[config.mk]
export PLATFORM = sky130hd
export DESIGN_NAME = tick_timer
export DESIGN_NICKNAME = d
export VERILOG_FILES = /design/src/rtl/tick_timer.sv
export SDC_FILE = /design/constraint.sdc
export NUM_CORES = 1
export LEC_CHECK = 0
export BUFFER_PORTS_ARGS = -buffer_cell sky130_fd_sc_hd__buf_4
export CORE_MARGIN = 5
export CORE_UTILIZATION = 36
export DETAILED_ROUTE_END_ITERATION = 10
export GPL_TIMING_DRIVEN = 0
export PLACE_DENSITY = 0.64
export SLEW_MARGIN = 40
export SYNTH_ARGS = -nofsm -noshare
export SYNTH_HDL_FRONTEND = slang
export SYNTH_SLANG_ARGS = --single-unit
[constraint.sdc]
create_clock -name clock_input -period 2 [get_ports clock_input]
set_input_delay 0.2 -clock clock_input [delete_from_list [all_inputs] [get_ports clock_input]]
set_output_delay 0.2 -clock clock_input [all_outputs]
set_load 0.005 [all_outputs]
[src/rtl/tick_timer.sv]
// Tick timer: synchronises a divided clock, turns its rising edges into one-cycle
// ticks and counts them down from a programmable period (one-shot or auto-reload).
module tick_timer #(
    parameter int WIDTH       = 8,
    parameter int SYNC_STAGES = 2
) (
    input  logic             clock_input,
    input  logic             reset,
    input  logic             slow_clock,
    input  logic             load,
    input  logic [WIDTH-1:0] period,
    input  logic             start,
    input  logic             stop,
    input  logic             auto_reload,
    output logic             tick,
    output logic [WIDTH-1:0] count,
    output logic             running,
    output logic             expired,
    output logic             error
);

    typedef enum logic [1:0] {IDLE, RUN, PAUSE, DONE} state_t;

    localparam logic [WIDTH-1:0] ONE = {{(WIDTH-1){1'b0}}, 1'b1};

    state_t                 state;
    state_t                 state_n;
    logic [SYNC_STAGES-1:0] sync;
    logic                   prev;
    logic                   tick_c;
    logic [WIDTH-1:0]       reload;
    logic [WIDTH-1:0]       reload_n;
    logic [WIDTH-1:0]       count_n;
    logic                   expired_n;
    logic                   error_n;

    // History flops reset high so a slow_clock already high at release is not an edge.
    always_ff @(posedge clock_input or posedge reset) begin
        if (reset) begin
            sync <= '1;
            prev <= 1'b1;
            tick <= 1'b0;
        end else begin
            sync <= {sync[SYNC_STAGES-2:0], slow_clock};
            prev <= sync[SYNC_STAGES-1];
            tick <= tick_c;
        end
    end

    assign tick_c = sync[SYNC_STAGES-1] & ~prev;

    always_ff @(posedge clock_input or posedge reset) begin
        if (reset) begin
            state   <= IDLE;
            count   <= '0;
            reload  <= '0;
            expired <= 1'b0;
            error   <= 1'b0;
        end else begin
            state   <= state_n;
            count   <= count_n;
            reload  <= reload_n;
            expired <= expired_n;
            error   <= error_n;
        end
    end

    // Start is resolved first; stop then turns any resulting RUN into PAUSE.
    always_comb begin
        state_n   = state;
        count_n   = count;
        reload_n  = reload;
        expired_n = 1'b0;
        error_n   = error;
        if (load) begin
            error_n = 1'b0;
        end
        case (state)
            IDLE: begin
                if (load) begin
                    reload_n = period;
                    count_n  = period;
                end
                if (start) begin
                    if (reload_n != '0) begin
                        state_n = RUN;
                    end else begin
                        error_n = 1'b1;
                    end
                end
            end
            RUN: begin
                if (load) begin
                    reload_n = period;
                end
                if (tick_c) begin
                    if (count == ONE) begin
                        expired_n = 1'b1;
                        if (auto_reload) begin
                            count_n = reload;
                        end else begin
                            count_n = '0;
                            state_n = DONE;
                        end
                    end else if (count > ONE) begin
                        count_n = count - ONE;
                    end
                end
            end
            PAUSE: begin
                if (load) begin
                    reload_n = period;
                    count_n  = period;
                end
                if (start) begin
                    state_n = RUN;
                end
            end
            DONE: begin
                if (load) begin
                    reload_n = period;
                    count_n  = period;
                    state_n  = IDLE;
                end else if (start) begin
                    count_n = reload;
                    state_n = RUN;
                end
            end
            default: state_n = IDLE;
        endcase
        if (stop && state_n == RUN) begin
            state_n = PAUSE;
        end
    end

    assign running = (state == RUN);

endmodule

### Word level (Yosys, flattened, before mapping)

Index checks and enable logic that the tools add are counted.

* bits in registers: 24
* latch bits: 0
* bits in writable memories: 0
* bits in read-only memories: 0
* output and inout port bits: 12
* memories: 0

* $add $sub $neg: 1
* $mul: 0
* divide/modulo/power cells: 0
* order comparisons: 1
* eq/ne operators: 9
* shift-type cells: 0
* mux-type cells: 27
* bitwise logic cells: 2
* reduce and logical (&&, ||, !) cells: 6

Operators by type and width (number)
* 8-bit two-way mux: 9
* 8-bit case mux with 3 select lines: 1
* 2-bit two-way mux: 8
* 8-bit case mux with 2 select lines: 1
* 8-bit by 1-bit equality test with 1-bit output (second input constant): 1
* 8-bit by 1-bit greater-than comparator with 1-bit output (second input constant): 1
* 2-bit case mux with 4 select lines: 1
* 8-bit nonzero test: 1
* 8-bit by 1-bit subtractor with 8-bit output (second input constant): 1
* 1-bit two-way mux: 7
* 2-bit by 1-bit equality test with 1-bit output (second input constant): 2
* 2-bit equality test (second input constant): 2
* 2-bit by 1-bit inequality test with 1-bit output (second input constant): 2
* 4-bit AND reduction: 1
* 3-bit by 1-bit inequality test with 1-bit output (second input constant): 1
* 3-bit inequality test (second input constant): 1
* 3-bit OR reduction: 1
* 2-bit zero test: 1
* 2-bit OR reduction: 1
* 1-bit bitwise AND: 1
* 1-bit logical AND: 1
* 1-bit NOT: 1

### Depth between registers and ports, before layout

* word-level depth: 9
* gate-level depth with buffers: 8
* gate-level depth less buffers: 7

### Least setup slack after synthesis

Ideal clock, no wire load.

* path type: input to register
* start point: input port count[0]
* end point: register count[5]
* library setup time: 0.073 ns
* arrival time: 1.858 ns
* required time: 1.927 ns
* slack: 0.069 ns
* stages: 9
* buffers on the path: 1
* cell sequence: dfrtp_1 -> inv_1 -> ha_1 -> or4b_4 -> nor4_4 -> a211o_4 -> buf_8 -> a221oi_2 -> a21oi_2

* cells in the longest elaborated chain, start to end: 5
* elaborated cells on any way between the ends: 9
* those cells by class: add/sub: 1; order compare: 1; eq/ne: 2; mux: 4; reduce/logical: 1

Ends and longest elaborated chain
* start, declared: line 16 `output logic [WIDTH-1:0] count,`
* 8-bit by 1-bit subtractor with 8-bit output: line 106 `count_n = count - ONE;`
* 8-bit two-way mux: line 105 `end else if (count > ONE) begin`
* 8-bit two-way mux: line 97 `if (count == ONE) begin`
* 8-bit two-way mux: line 96 `if (tick_c) begin`
* 8-bit case mux with 3 select lines: line 78 `case (state)`

Several ways; a longest one is shown, not always the timed one. The select of a mux whose other input is x is not followed.
A chain may end at the register's enable or synchronous reset.

### Final worst setup path

* start point: input port count[1]
* end point: register count[2]

Same word-level chain as after synthesis.

==> reports/metrics.yaml <==
clock-sinks: 24
cp_top_family: "simple AND/OR/NAND/NOR gates"
gr-usage-all-layers: 0.145
clk_path_buf_depth: 2
crit_chain: "inv_2 -> ha_4 -> or4b_4 -> nor4_4 -> a211o_4 -> buf_4 -> a221oi_1 -> a21oi_1"
yosysWarnings: 0
p_per_area_mw_per_mm2: 1310
clock_skew_ps: 3.30
ys_ff_latch: 24
vias_per_cell: 5.54
cts-root-buf: "clkbuf_8"
wl_per_cell_um: 15.7
start_util: 0.377
io_pins: 27
peakVddDrop_v: 0.000357
cp_max_fo: 4
synth_top_area_cell: "dfrtp_1"
critical-path-max-stage-delay_ps: 480
wl_um: 3830
setup_violations: 0
finalCritPeriodShare: 0.965
worstHoldStart: "slow_clock"
max_freq_mhz: 518
syn_to_final_growth_pct: 29.0
fin_crit_ps: 1930
drc_errors: 0
first_iter_violations: 70
critPathBufInv: 2
portBuffers: 26
crit_slowest_cell: "or4b_4"
nNetsFinal: 212
num_vias: 1352
relSlewSlack: 0.621
arrival_ps: 2120
worstPathRequired_ps: 2190
tns_ps: 0
dr.pass1.iters: 4
post-synth-top-area-fraction: 0.343
yosys_most_used_dff: "dfrtp_1"
holdCritPathClass: "in -> reg"
ys_seq_area_frac: 0.395
htree_levels: 1
grt_pass1_wl_um: 6380
worst_skew_pair.late_latency_ps: 260
maxSlewViolCount: 0
synth_area_mm2: 0.00153
drive_above_1_share: 0.387
synth_cell_types: 50
synth_edf_count: 0
synthCells: 154
rows: 23
rsz0062_at_grt: "yes"
netlist_top_cells_area: "dfrtp_1 (34%), mux2_2 (5.9%), dfstp_2 (5.1%)"
p_leak_nw: 0.845
cp-end-kind: "register"
core_mm2: 0.00406
syn_avg_cell_area_um2: 9.94
async_reset_ff_frac: 1.00
hold_viol: 0
status: "finished clean"
grt_overflow: 0
cts_tree: "yes"
critPathLaunch: "count[1]"
numCtsBuffers: 3
synth_fp_nets: 171
crit_type: "reg -> reg"
hold_ws_ps: 36.1
die_h_um: 75.2
tightest_slew_ps: 554
detail-route-antenna-nets: 0
crit-reg2reg-launch: "count[1]"
clkTransAtPathRegs_ps: 90
grt_pass1_vias: 1332
die_w_um: 75.2
grt_max_degree: 25
cp-start-kind: "register"
die_area_mm2: 0.00566
place_congestion: 0.885
n_antenna_cell: 0
hpwl_um: 2800
antenna_found_initial: 0
maxCapViolCount: 0
path summary, 6_finish.rpt:
kind                       slack (ps)  depth (start not counted)        end
min in group asynchronous         530                          3  reload[7]
hold / removal                     40                          1    sync[0]
setup / recovery                   70                          8   count[2]
hold reg to reg                   360                          0    sync[1]
max in group asynchronous        1090                          3   count[1]
setup reg to reg                   70                          8   count[2]
cell families after synthesis:
group,share of synthesized area
buffers and inverters,0.0743
muxes,0.0654
AOI/OAI and AO/OA,0.281
and+or+nand+nor,0.163
adders and majority gates,0.0163
xor gates and xnor gates,0.00572
DFF,0.395
power breakdown:
group | internal, mW | switching [mW]
registers | 0.616 | 0.143
clock network | 0.176 | 0.155
logic | 0.746 | 0.747
flip-flops by register name (all words and copies together), names as in the netlist:
register  cells
count         8
error         1
expired       1
prev          1
reload        8
state         2
sync          2
tick          1
cell usage after synthesis, types with 4 or more instances:
library cell and n:
a22oi_1 5, a31oi_1 5, a21oi_1 10, mux2_2 8, o21ai_1 10, a22o_1 5, nor3_1 5, dfrtp_1 21
nor2_1 11, nand2_1 4, inv_1 10
layout by cell type, fill, tap and decap left out, types with 2 or more instances in the layout:
cell type / netlist / layout
a21oi_1: 10 / 10
nor3_1: 5 / 5
ha_4: 0 / 2
dfrtp_2: 0 / 2
inv_2: 0 / 3
buf_4: 2 / 36
nand2b_1: 3 / 3
a22oi_1: 5 / 5
and4_1: 2 / 2
buf_2: 2 / 2
nor4_1: 2 / 2
o21ai_1: 10 / 10
o22ai_1: 2 / 2
a21oi_2: 2 / 2
a22o_1: 5 / 5
nor2_1: 11 / 11
dfstp_2: 3 / 3
mux2_2: 8 / 8
nand2_1: 4 / 4
a211oi_1: 3 / 3
a221oi_1: 2 / 2
buf_6: 2 / 2
dfrtp_1: 21 / 19
clkbuf_8: 0 / 4
or4b_1: 2 / 2
o2bb2ai_1: 3 / 3
a221oi_2: 3 / 3
a31oi_1: 5 / 5
inv_1: 10 / 7
and3_1: 2 / 2
per-layer routing:
metal  global-route usage  up-vias  share of wire
li1                     -      671              -
met1                0.195      649           0.44
met2                0.248       30           0.50
met3               0.0134        2          0.046
met4               0.0447        0         0.0091
met5                    0        -              0
through the flow:
stage | cells | utilization | total power [mW] | area (um2) | setup WS (ps)
floorplan | 154 | - | 1.62 | 1530 | 68.8
global placement | 230 | 0.441 | 1.97 | 1790 | -147
detailed placement | 230 | 0.441 | 2.01 | 1790 | -201
CTS | 244 | 0.483 | 2.55 | 1960 | 6.28
global route | 244 | 0.487 | 2.78 | 1980 | -35.1
finish | 244 | 0.487 | 2.58 | 1980 | 70.5
worst register-to-register path, cell delays in order (launching register included):
cell      delay [ps]
dfrtp_2          410
inv_2            110
ha_4             140
or4b_4           480
nor4_4           200
a211o_4          190
buf_4            120
a221oi_1          40
a21oi_1          160
timing repair:
action	CTS	global route
hold buffers	1	0
resized for setup	8	2
hold endpoints to repair	21	0
setup buffers	8	0
cloned	1	0
pin swaps	4	2
setup endpoints to repair	8	7
area by class of cell:
class | count | area, um2
inverters | 11 | 43.8
fillers | 367 | 2080
plain buffers | 9 | 70.1
multi-input cells | 110 | 845
clock buffers | 4 | 55.1
well taps | 50 | 62.6
repair buffers | 36 | 293
flip-flops and latches | 24 | 607
No activity file was read; power rests on OpenSTA's default activity.
